$ cat config.mk
export PLATFORM = sky130hd
export DESIGN_NAME = morse_letter_decoder
export DESIGN_NICKNAME = d
export VERILOG_FILES = /design/src/rtl/morse_pkg.sv /design/src/rtl/morse_letter_buffer.sv /design/src/rtl/morse_letter_decoder.sv
export SDC_FILE = /design/constraint.sdc
export NUM_CORES = 1
export LEC_CHECK = 0
export ABC_AREA = 1
export BUFFER_PORTS_ARGS = -buffer_cell sky130_fd_sc_hd__buf_2
export CORE_ASPECT_RATIO = 0.5
export CORE_MARGIN = 2
export CORE_UTILIZATION = 60
export DETAILED_ROUTE_END_ITERATION = 10
export GPL_TIMING_DRIVEN = 0
export PLACE_DENSITY = 0.85
export SYNTH_ARGS = -nofsm -noshare
export SYNTH_HDL_FRONTEND = slang
export SYNTH_SLANG_ARGS = --single-unit
export TNS_END_PERCENT = 5
$ cat constraint.sdc
create_clock -name clk -period 3.1 [get_ports clk]
set_input_delay 0.155 -clock clk [delete_from_list [all_inputs] [get_ports clk]]
set_output_delay 0.155 -clock clk [all_outputs]
set_load 0.01 [all_outputs]
$ cat src/rtl/morse_pkg.sv
// Morse front-end constants: FSM state encodings, gap/dash unit multipliers, counter sizing.
// Pure declarations; no logic, no latency, no flow control.
package morse_pkg;

  localparam int LG_UNITS   = 3;
  localparam int WG_UNITS   = 7;
  localparam int DASH_UNITS = 2;

  typedef logic [1:0] state_t;

  localparam state_t ST_IDLE  = 2'd0;
  localparam state_t ST_MARK  = 2'd1;
  localparam state_t ST_SPACE = 2'd2;
  localparam state_t ST_LGAP  = 2'd3;

  // The interval counter must reach the word gap, which is the longest interval timed.
  function automatic int cnt_width(input int unit_cycles);
    return $clog2(WG_UNITS * unit_cycles + 1);
  endfunction

endpackage

$ cat src/rtl/morse_letter_buffer.sv
// Letter assembly plus a one-deep output holding register with a valid/ready handshake.
// Close loads the held letter in the same cycle; a close while the letter is still held and not accepted drops the new letter and pulses overrun.
module morse_letter_buffer
  import morse_pkg::*;
#(
  parameter int MAX_SYMBOLS = 6,
  localparam int LW = $clog2(MAX_SYMBOLS + 1)
) (
  input  logic                   clk,
  input  logic                   reset,
  input  logic                   sym_vld,
  input  logic                   sym_dat,
  input  logic                   close_vld,
  input  logic                   code_ready,
  output logic [MAX_SYMBOLS-1:0] code,
  output logic [LW-1:0]          len,
  output logic                   code_err,
  output logic                   code_valid,
  output logic                   overrun
);

  localparam logic [LW-1:0] LEN_MAX = LW'(MAX_SYMBOLS);

  logic [MAX_SYMBOLS-1:0] asm_code_q, asm_code_d;
  logic [LW-1:0]          asm_len_q, asm_len_d;
  logic                   asm_err_q, asm_err_d;
  logic [MAX_SYMBOLS-1:0] code_q, code_d;
  logic [LW-1:0]          len_q, len_d;
  logic                   code_err_q, code_err_d;
  logic                   code_valid_q, code_valid_d;
  logic                   overrun_q, overrun_d;
  logic                   accept;

  assign accept = code_valid_q & code_ready;

  always_comb begin
    asm_code_d   = asm_code_q;
    asm_len_d    = asm_len_q;
    asm_err_d    = asm_err_q;
    code_d       = code_q;
    len_d        = len_q;
    code_err_d   = code_err_q;
    code_valid_d = code_valid_q;
    overrun_d    = 1'b0;

    if (accept) begin
      code_valid_d = 1'b0;
    end

    if (sym_vld) begin
      // A full letter keeps its first symbols; extra ones only mark the error.
      if (asm_len_q == LEN_MAX) begin
        asm_err_d = 1'b1;
      end else begin
        for (int i = 0; i < MAX_SYMBOLS; i++) begin
          if (asm_len_q == LW'(i)) begin
            asm_code_d[i] = sym_dat;
          end
        end
        asm_len_d = asm_len_q + LW'(1);
      end
    end

    if (close_vld) begin
      // An accept in the same cycle frees the holding register for the new letter.
      if (!code_valid_q || accept) begin
        code_d       = asm_code_q;
        len_d        = asm_len_q;
        code_err_d   = asm_err_q;
        code_valid_d = 1'b1;
      end else begin
        overrun_d = 1'b1;
      end
      asm_code_d = '0;
      asm_len_d  = '0;
      asm_err_d  = 1'b0;
    end
  end

  always_ff @(posedge clk) begin
    if (reset) begin
      asm_code_q   <= '0;
      asm_len_q    <= '0;
      asm_err_q    <= 1'b0;
      code_q       <= '0;
      len_q        <= '0;
      code_err_q   <= 1'b0;
      code_valid_q <= 1'b0;
      overrun_q    <= 1'b0;
    end else begin
      asm_code_q   <= asm_code_d;
      asm_len_q    <= asm_len_d;
      asm_err_q    <= asm_err_d;
      code_q       <= code_d;
      len_q        <= len_d;
      code_err_q   <= code_err_d;
      code_valid_q <= code_valid_d;
      overrun_q    <= overrun_d;
    end
  end

  assign code       = code_q;
  assign len        = len_q;
  assign code_err   = code_err_q;
  assign code_valid = code_valid_q;
  assign overrun    = overrun_q;

endmodule

$ cat src/rtl/morse_letter_decoder.sv
// Morse keying front end: times marks/spaces, classifies dots/dashes, detects letter and word gaps.
// All outputs registered, one cycle after the deciding key sample; a held letter blocks the next one (overrun), key is never stalled.
module morse_letter_decoder
  import morse_pkg::*;
#(
  parameter int UNIT_CYCLES   = 8,
  parameter int GLITCH_CYCLES = 2,
  parameter int MAX_SYMBOLS   = 6
) (
  input  logic                               clk,
  input  logic                               reset,
  input  logic                               key,
  output logic                               dot,
  output logic                               dash,
  output logic                               lg,
  output logic                               wg,
  output logic [MAX_SYMBOLS-1:0]             code,
  output logic [$clog2(MAX_SYMBOLS+1)-1:0]   len,
  output logic                               code_err,
  output logic                               code_valid,
  input  logic                               code_ready,
  output logic                               overrun
);

  localparam int CW = cnt_width(UNIT_CYCLES);

  localparam logic [CW-1:0] CNT_MAX    = CW'(WG_UNITS * UNIT_CYCLES);
  localparam logic [CW-1:0] LG_CNT     = CW'(LG_UNITS * UNIT_CYCLES);
  localparam logic [CW-1:0] DASH_CNT   = CW'(DASH_UNITS * UNIT_CYCLES);
  localparam logic [CW-1:0] GLITCH_CNT = CW'(GLITCH_CYCLES);

  state_t        state_q, state_d;
  state_t        src_q, src_d;
  logic [CW-1:0] cnt_q, cnt_d;
  logic [CW-1:0] gap_q, gap_d;
  logic          key_q, key_d;
  logic          dot_q, dot_d;
  logic          dash_q, dash_d;
  logic          lg_q, lg_d;
  logic          wg_q, wg_d;

  logic          sym_vld, sym_dat, close_vld;
  logic          key_edge;
  logic [CW-1:0] cnt_inc;
  logic [CW:0]   gap_sum;
  logic [CW-1:0] cnt_resume;

  assign key_edge = key ^ key_q;
  assign cnt_inc  = (cnt_q == CNT_MAX) ? CNT_MAX : cnt_q + CW'(1);

  // A discarded mark is folded back into the gap it interrupted, as if the key never rose.
  assign gap_sum    = {1'b0, gap_q} + {1'b0, cnt_q} + {{CW{1'b0}}, 1'b1};
  assign cnt_resume = (gap_sum >= {1'b0, CNT_MAX}) ? CNT_MAX : gap_sum[CW-1:0];

  always_comb begin
    state_d   = state_q;
    src_d     = src_q;
    cnt_d     = key_edge ? CW'(1) : cnt_inc;
    gap_d     = gap_q;
    key_d     = key;
    dot_d     = 1'b0;
    dash_d    = 1'b0;
    lg_d      = 1'b0;
    wg_d      = 1'b0;
    sym_vld   = 1'b0;
    sym_dat   = 1'b0;
    close_vld = 1'b0;

    case (state_q)
      ST_IDLE: begin
        if (key) begin
          state_d = ST_MARK;
          src_d   = ST_IDLE;
          gap_d   = cnt_q;
        end
      end
      ST_MARK: begin
        if (!key) begin
          if (cnt_q < GLITCH_CNT) begin
            state_d = src_q;
            cnt_d   = cnt_resume;
          end else begin
            sym_vld = 1'b1;
            sym_dat = (cnt_q >= DASH_CNT);
            dot_d   = ~sym_dat;
            dash_d  = sym_dat;
            state_d = ST_SPACE;
          end
        end
      end
      ST_SPACE: begin
        if (cnt_q >= LG_CNT) begin
          close_vld = 1'b1;
          lg_d      = 1'b1;
          if (key) begin
            state_d = ST_MARK;
            src_d   = ST_LGAP;
            gap_d   = cnt_q;
          end else begin
            state_d = ST_LGAP;
          end
        end else if (key) begin
          state_d = ST_MARK;
          src_d   = ST_SPACE;
          gap_d   = cnt_q;
        end
      end
      ST_LGAP: begin
        if (cnt_q >= CNT_MAX) begin
          wg_d = 1'b1;
          if (key) begin
            state_d = ST_MARK;
            src_d   = ST_IDLE;
            gap_d   = cnt_q;
          end else begin
            state_d = ST_IDLE;
          end
        end else if (key) begin
          state_d = ST_MARK;
          src_d   = ST_LGAP;
          gap_d   = cnt_q;
        end
      end
      default: state_d = ST_IDLE;
    endcase
  end

  always_ff @(posedge clk) begin
    if (reset) begin
      state_q <= ST_IDLE;
      src_q   <= ST_IDLE;
      cnt_q   <= '0;
      gap_q   <= '0;
      key_q   <= 1'b0;
      dot_q   <= 1'b0;
      dash_q  <= 1'b0;
      lg_q    <= 1'b0;
      wg_q    <= 1'b0;
    end else begin
      state_q <= state_d;
      src_q   <= src_d;
      cnt_q   <= cnt_d;
      gap_q   <= gap_d;
      key_q   <= key_d;
      dot_q   <= dot_d;
      dash_q  <= dash_d;
      lg_q    <= lg_d;
      wg_q    <= wg_d;
    end
  end

  assign dot  = dot_q;
  assign dash = dash_q;
  assign lg   = lg_q;
  assign wg   = wg_q;

  morse_letter_buffer #(
    .MAX_SYMBOLS(MAX_SYMBOLS)
  ) u_buffer (
    .clk        (clk),
    .reset      (reset),
    .sym_vld    (sym_vld),
    .sym_dat    (sym_dat),
    .close_vld  (close_vld),
    .code_ready (code_ready),
    .code       (code),
    .len        (len),
    .code_err   (code_err),
    .code_valid (code_valid),
    .overrun    (overrun)
  );

endmodule

==> impl_metrics.csv, run 1 <==
group,metric,value,unit
die,placementRows,15,
cts,clk-insertion-delay-late,300,ps
logic_synthesis,synth.yosys.warnings,0,
cts,cts_hold_repair.buffers,0,
timing,setup-violations-final,0,
cts,numClockSinks,43,
hold_path,worst_hold_startpoint,"key",
global_route,groute.usage.overall,0.234,
global_route,gr-total-overflow,0,
global_route,first_global_vias,1749,
timing,finalClockSkew,8.17,ps
logic_synthesis,post_synth.cell_area_avg,7.59,sq um
timing,fin_setup_tns,0,ps
hold_path,min_path_cells,4,
final_layout,final_net_count,332,
critical_path,required,3270,ps
die,core_area,0.00347,sq mm
die,dieWidth,89.8,microns
detailed_routing,detailedRoute.firstIterationViolations,155,
critical_path,crit_path_end_kind,"flop",
logic_synthesis,postSynthNetCount,308,
timing,timing.final.crit_share,0.638,
die,die-height,46.9,microns
logic_synthesis,sequential_area_share_after_synthesis,0.390,
global_route,grt_first_pass_wirelength,7.63,mm
timing,period_needed,1980,ps
critical_path,crit_type,"reg -> reg",
logic_synthesis,postSynthCellCount,291,
critical_path,worstRegToRegCells,12,
detailed_routing,route.detailed.drc,0,
detailed_routing,detailedRoute.firstPassIterationCount,5,
critical_path,cp-start-kind,"flop",
final_layout,drive_gt1_frac,0.165,
job,max_cap_viol_count,0,
logic_synthesis,ys_dominant_reg_cell,"dfxtp_1",
cts,clock_tree.root_cell,"clkbuf_8",
timing,setup_repair_after_global_routing_missed_its_margin,"no",
cts,clk_pin_slew_worst_paths,90,ps
final_layout,multi_input_area,0.00114,sq mm
hold_path,hold_end,"dash",
pwr,report.power.total,1.24,mW
logic_synthesis,synth_seq_cells,43,
pwr,power.ir.vdd_worst,0.217,mV
cts,cts_resized,0,
cts,clock_tree_from_tritoncts,"yes",
final_layout,layout.core_utilization,0.712,
critical_path,crit_fanout,4,
timing,tightest_slew,515,ps
timing,clock.fmax,506,MHz
critical_path,critical_path.startpoint,"cnt_q[0]",
detailed_routing,drt-vias-per-instance,5.42,
detailed_routing,antenna_left,0,
timing,maxSlewHeadroom,0.657,
timing,report.final.slew_viol_count,0,
logic_synthesis,ys_async_sr_fraction,0,
cts,htreeDepth,2,
die,die_area,0.00421,sq mm
logic_synthesis,synth_area,0.00221,sq mm
die,initial_core_util,0.636,
placed_design,place.detailed.hpwl,3.38,mm
critical_path,rr_endpoint,"cnt_q[2]",
cts,postCtsSetupRepairBufs,0,
detailed_routing,dr_total_vias,1989,
logic_synthesis,synth_edf_count,0,
logic_synthesis,synth.lib_cells_used.distinct,36,
die,ioPinCount,20,
placed_design,port_buffer_count,17,
final_layout,diodes,0,
critical_path,cp.arrival,2150,ps
pwr,pwr_density_cell,502,mW/mm^2
cts,clk_path_buf_depth,2,
placed_design,gp_congestion,0.876,
detailed_routing,totalWireLength,4.67,mm
critical_path,r2r_setup_slack,1120,ps
pwr,power.static_leakage,1.10,nW
critical_path,regToRegStartpoint,"cnt_q[0]",
status,outcome,"finished, final reports clean",
global_route,number_of_antenna_violations_at_the_first_check_in_global_routing,0,
global_route,maximum_number_of_pins_on_one_net_before_global_route_repair,15,
final_layout,number_of_fillers_in_the_final_layout,267,
final_layout,synthToLayoutAreaGrowth,11.8,%
final_layout,area.sequential,861,sq um
detailed_routing,routedWlPerCell,12.7,microns
timing,hold_viol_final,0,
hold_path,hold_path_class,"in -> reg",
cts,cts-buffers-inserted,5,
==> cells by family (layout without fill, tap and decap cells) <==
kind of cell | Yosys count | in the layout | share of synthesized area
xor gates and xnor gates | 3 | 3 | 0.0204
adders and majority gates | 13 | 13 | 0.0770
buffers and inverters | 49 | 74 | 0.0940
and+or+nand+nor | 123 | 123 | 0.271
AOI/OAI and AO/OA | 60 | 60 | 0.148
DFF | 43 | 43 | 0.390
==> cell type report <==
class                   instances  share of cell area
multi-input cells             199               0.462
flip-flops and latches         43               0.348
inverters                      41              0.0633
repair buffers                 17              0.0344
clock buffers                   5              0.0278
well taps                      51              0.0258
plain buffers                   8              0.0208
clock inverters                 3              0.0177
==> sequential cells by signal, summed over array words and instances, names as in the netlist, 2 cells and up <==
signal,count
src_q,2
u_buffer.code,6
gap_q,6
u_buffer.len,3
cnt_q,6
u_buffer.asm_len_q,3
state_q,2
u_buffer.asm_code_q,6
==> critical path: stages (launching register included) <==
cell and delay [ps]:
dfxtp_1 340, inv_1 140, ha_1 170, inv_1 70
fa_1 450, nand3_1 140, nand2_1 60, nand2_1 60
nand2_1 70, nor2_1 90, nand2_1 100, nand3_1 80
a21oi_1 60
==> Yosys cell counts, types with 3 or more instances <==
cell type / n / share of area
a21oi_1: 33 / 0.075
dfxtp_1: 43 / 0.39
ha_1: 12 / 0.068
inv_1: 33 / 0.056
inv_2: 6 / 0.010
nand2_1: 52 / 0.088
nand2_2: 3 / 0.0085
nand3_1: 31 / 0.070
nand4_1: 5 / 0.014
nor2_1: 15 / 0.025
nor2_2: 3 / 0.0085
nor2_4: 5 / 0.025
nor3_1: 5 / 0.011
o211ai_1: 3 / 0.010
o21ai_0: 13 / 0.029
o21ai_1: 5 / 0.011
==> cells in the final DEF (no fill, tap or decap), types with 2 or more instances in the layout <==
cell	n
nor2_2	3
inv_1	33
dfxtp_1	43
a21oi_1	33
nor3_1	5
nor2_4	5
nand2_1	52
nand3b_1	2
o21ai_1	5
buf_2	19
buf_1	2
inv_2	6
clkbuf_8	5
nand3_1	31
buf_6	2
o211ai_1	3
nor2_1	15
nand2_2	3
o21ai_0	13
nand4_1	5
ha_1	12
==> per-stage QoR <==
step	hold slack [ps]	worst slack (ps)	instance area (sq um)	std cells
after floorplan	424	1380	2210	291
after global placement	436	1200	2360	359
after detailed placement	440	1160	2360	359
after CTS	251	1130	2470	367
after global routing	257	899	2470	367
final	248	1120	2470	367
==> where the power goes <==
group / leakage (nW) / internal, mW / total [mW] / switching, mW
Clock: 0.0581 / 0.240 / 0.441 / 0.201
Sequential: 0.349 / 0.574 / 0.598 / 0.0245
Combinational: 0.692 / 0.0728 / 0.201 / 0.128
==> metal layers <==
metal | part of all wire | vias up | track usage | wire length (microns)
li1 | - | 1013 | - | -
met1 | 0.48 | 908 | 0.288 | 2230
met2 | 0.45 | 58 | 0.418 | 2100
met3 | 0.053 | 10 | 0.0642 | 246
met4 | 0.019 | 0 | 0.0831 | 87
met5 | 0 | - | 0 | 0
==> how the worst max path moves through the flow <==
stage	end	cells after the start	slack [ps]
2_1_floorplan	cnt_q[1]	12	1380
3_3_place_gp	cnt_q[2]	12	1200
3_5_place_dp	cnt_q[2]	12	1160
4_1_cts	cnt_q[2]	12	1130
5_1_grt	cnt_q[2]	12	900
6_report	cnt_q[2]	12	1120
(Power assumes the default switching activity.)
==> inputs of run 2 (changes only) <==
--- a/config.mk
+++ b/config.mk
@@ -9,10 +9,10 @@
 export BUFFER_PORTS_ARGS = -buffer_cell sky130_fd_sc_hd__buf_2
 export CORE_ASPECT_RATIO = 0.5
 export CORE_MARGIN = 2
-export CORE_UTILIZATION = 60
+export CORE_UTILIZATION = 58
 export DETAILED_ROUTE_END_ITERATION = 10
 export GPL_TIMING_DRIVEN = 0
-export PLACE_DENSITY = 0.85
+export PLACE_DENSITY = 0.83
 export SYNTH_ARGS = -nofsm -noshare
 export SYNTH_HDL_FRONTEND = slang
 export SYNTH_SLANG_ARGS = --single-unit
==> constraint.sdc (replaced) <==
create_clock -name clk -period 2.05 [get_ports clk]
set_input_delay 0.1025 -clock clk [delete_from_list [all_inputs] [get_ports clk]]
set_output_delay 0.1025 -clock clk [all_outputs]
set_load 0.01 [all_outputs]
==> run 2 against run 1 <==
Net effect:
- wire length fell by 0.11%
- largest power group unchanged
- critical path type unchanged
- worst setup slack worse by 980 ps
- flip-flop and latch count did not move
- combinational power increased by 52%
- final cell count stayed put
- core utilization shrank 0.87 points
==> impl_metrics.csv, run 2 (same netlist as run 1, synthesis figures left out) <==
group,metric,value,unit
status,outcome,"finished, final reports clean",
hold_path,hold_path_class,"in -> reg",
critical_path,critical_path.cell_chain,"inv_2, ha_1, inv_1, fa_2, nand3_1, nand2_1, nand2_1, nand2_1, nor2_1, nand2_1, nand3_1, a21oi_1",
cts,cts_hold_repair.buffers,0,
die,die-height,47.6,microns
critical_path,cp-start-kind,"flop",
final_layout,synthToLayoutAreaGrowth,12.9,%
global_route,use_met2,0.440,
timing,clock.fmax,525,MHz
timing,tightest_slew,521,ps
cts,htreeDepth,2,
timing,period_needed,1910,ps
critical_path,r2r_setup_slack,140,ps
critical_path,crit_fanout,4,
pwr,power.static_leakage,1.10,nW
pwr,power.ir.vdd_worst,0.354,mV
cts,cts_resized,0,
cts,clk_pin_slew_worst_paths,90,ps
cts,cts-buffers-inserted,5,
timing,worst_slack,145,ps
die,dieWidth,91.3,microns
detailed_routing,detailedRoute.firstIterationViolations,101,
timing,maxSlewHeadroom,0.653,
timing,report.final.slew_viol_count,0,
critical_path,crit_path_end_kind,"flop",
timing,setup-violations-final,0,
global_route,number_of_antenna_violations_at_the_first_check_in_global_routing,0,
detailed_routing,antenna_left,0,
die,placementRows,15,
final_layout,drive_gt1_frac,0.168,
final_layout,diodes,0,
global_route,met3_track_demand_over_resource_in_global_routing,0.0661,
timing,timing.final.crit_share,0.929,
cts,clock_tree.root_cell,"clkbuf_8",
die,initial_core_util,0.623,
die,core_area,0.00355,sq mm
detailed_routing,detailedRoute.firstPassIterationCount,4,
timing,fin_setup_tns,0,ps
critical_path,critPathMostFrequentCell,"nand2_1",
cts,clk_path_buf_depth,2,
timing,setup_repair_after_global_routing_missed_its_margin,"no",
critical_path,cp.arrival,2070,ps
job,max_cap_viol_count,0,
cts,numClockSinks,43,
cts,clock_tree_from_tritoncts,"yes",
placed_design,gp_congestion,0.871,
placed_design,pre_cts_slack,88.3,ps
final_layout,layout.cells.most_common,"nand2_1",
detailed_routing,dr_total_vias,1957,
timing,hold_viol_final,0,
final_layout,number_of_fillers_in_the_final_layout,269,
detailed_routing,route.detailed.drc,0,
timing,finalClockSkew,5.42,ps
global_route,groute.usage.overall,0.240,
final_layout,final_net_count,332,
die,die_area,0.00435,sq mm
critical_path,required,2220,ps
detailed_routing,routedWlPerCell,12.7,microns
critical_path,crit_type,"reg -> reg",
cts,clk-insertion-delay-late,300,ps
global_route,grt-busiest-layer,"met2",
global_route,first_global_vias,1793,
global_route,grt_first_pass_wirelength,8.03,mm
global_route,maximum_number_of_pins_on_one_net_before_global_route_repair,14,
critical_path,worst_path_largest_cell_delay,380,ps
detailed_routing,drt-vias-per-instance,5.33,
die,ioPinCount,20,
placed_design,port_buffer_count,17,
critical_path,crit_slowest_cell,"fa_2",
pwr,pwr_density_cell,802,mW/mm^2
global_route,gr-total-overflow,0,
final_layout,final_cell_mix,"nand2_1 (52), dfxtp_1 (43), a21oi_1 (33)",
cts,postCtsSetupRepairBufs,0,
detailed_routing,totalWireLength,4.66,mm
global_route,grt.met1_usage,0.286,
placed_design,place.detailed.hpwl,3.36,mm
## run 2: worst paths after layout
check,startpoint,endpoint,depth (start not counted)
hold reg to reg,u_buffer.asm_code_q[4],u_buffer.asm_code_q[4],2
setup reg to reg,cnt_q[0],cnt_q[1],12
hold / removal,key,key_q,3
setup / recovery,cnt_q[0],cnt_q[1],12
## run 2: metal layers
metal  share of wire  routed length [microns]  up-vias
li1                -                        -     1013
met1            0.47                     2200      886
met2            0.47                     2170       47
met3           0.047                      217       11
met4           0.016                       76        0
met5               0                        0        -
## run 2: final cells by class
type                            instances  area [sq um]  share of cell area
Buffer                                  8          51.3              0.0206
Clock buffer                            6          72.6              0.0291
Clock inverter                          2          60.1              0.0241
Inverter                               41           156              0.0627
Multi-Input combinational cell        199          1140               0.459
Sequential cell                        43           861               0.345
Tap cell                               51          63.8              0.0256
Timing Repair Buffer                   17          85.1              0.0341
## run 2: power breakdown
| group | switching [mW] | internal (mW) | leakage, nW | total [mW] |
|---|---|---|---|---|
| sequential | 0.0375 | 0.867 | 0.349 | 0.905 |
| combinational | 0.194 | 0.111 | 0.690 | 0.305 |
| clock | 0.302 | 0.487 | 0.0654 | 0.789 |
| total | 0.534 | 1.46 | 1.10 | 2.00 |
## run 2: worst max-delay path: cells and delay by family, from the launching register on
kind                       cells  cell delay [ps]
AOI/OAI and AO/OA              1               70
and+or+nand+nor                7              640
DFF                            1              360
buffers and inverters          2              180
adders and majority gates      2              530
## run 2: through the flow
step           hold slack, ps  instance area, sq um   util  instances  power, mW
2_1_floorplan             407                  2210      -        291       1.16
3_3_place_gp              438                  2360  0.665        359       1.21
3_5_place_dp              438                  2360  0.665        359       1.22
4_1_cts                   187                  2490  0.702        367       1.98
5_1_grt                   223                  2490  0.703        367       2.07
6_report                  188                  2490  0.703        367       2.00
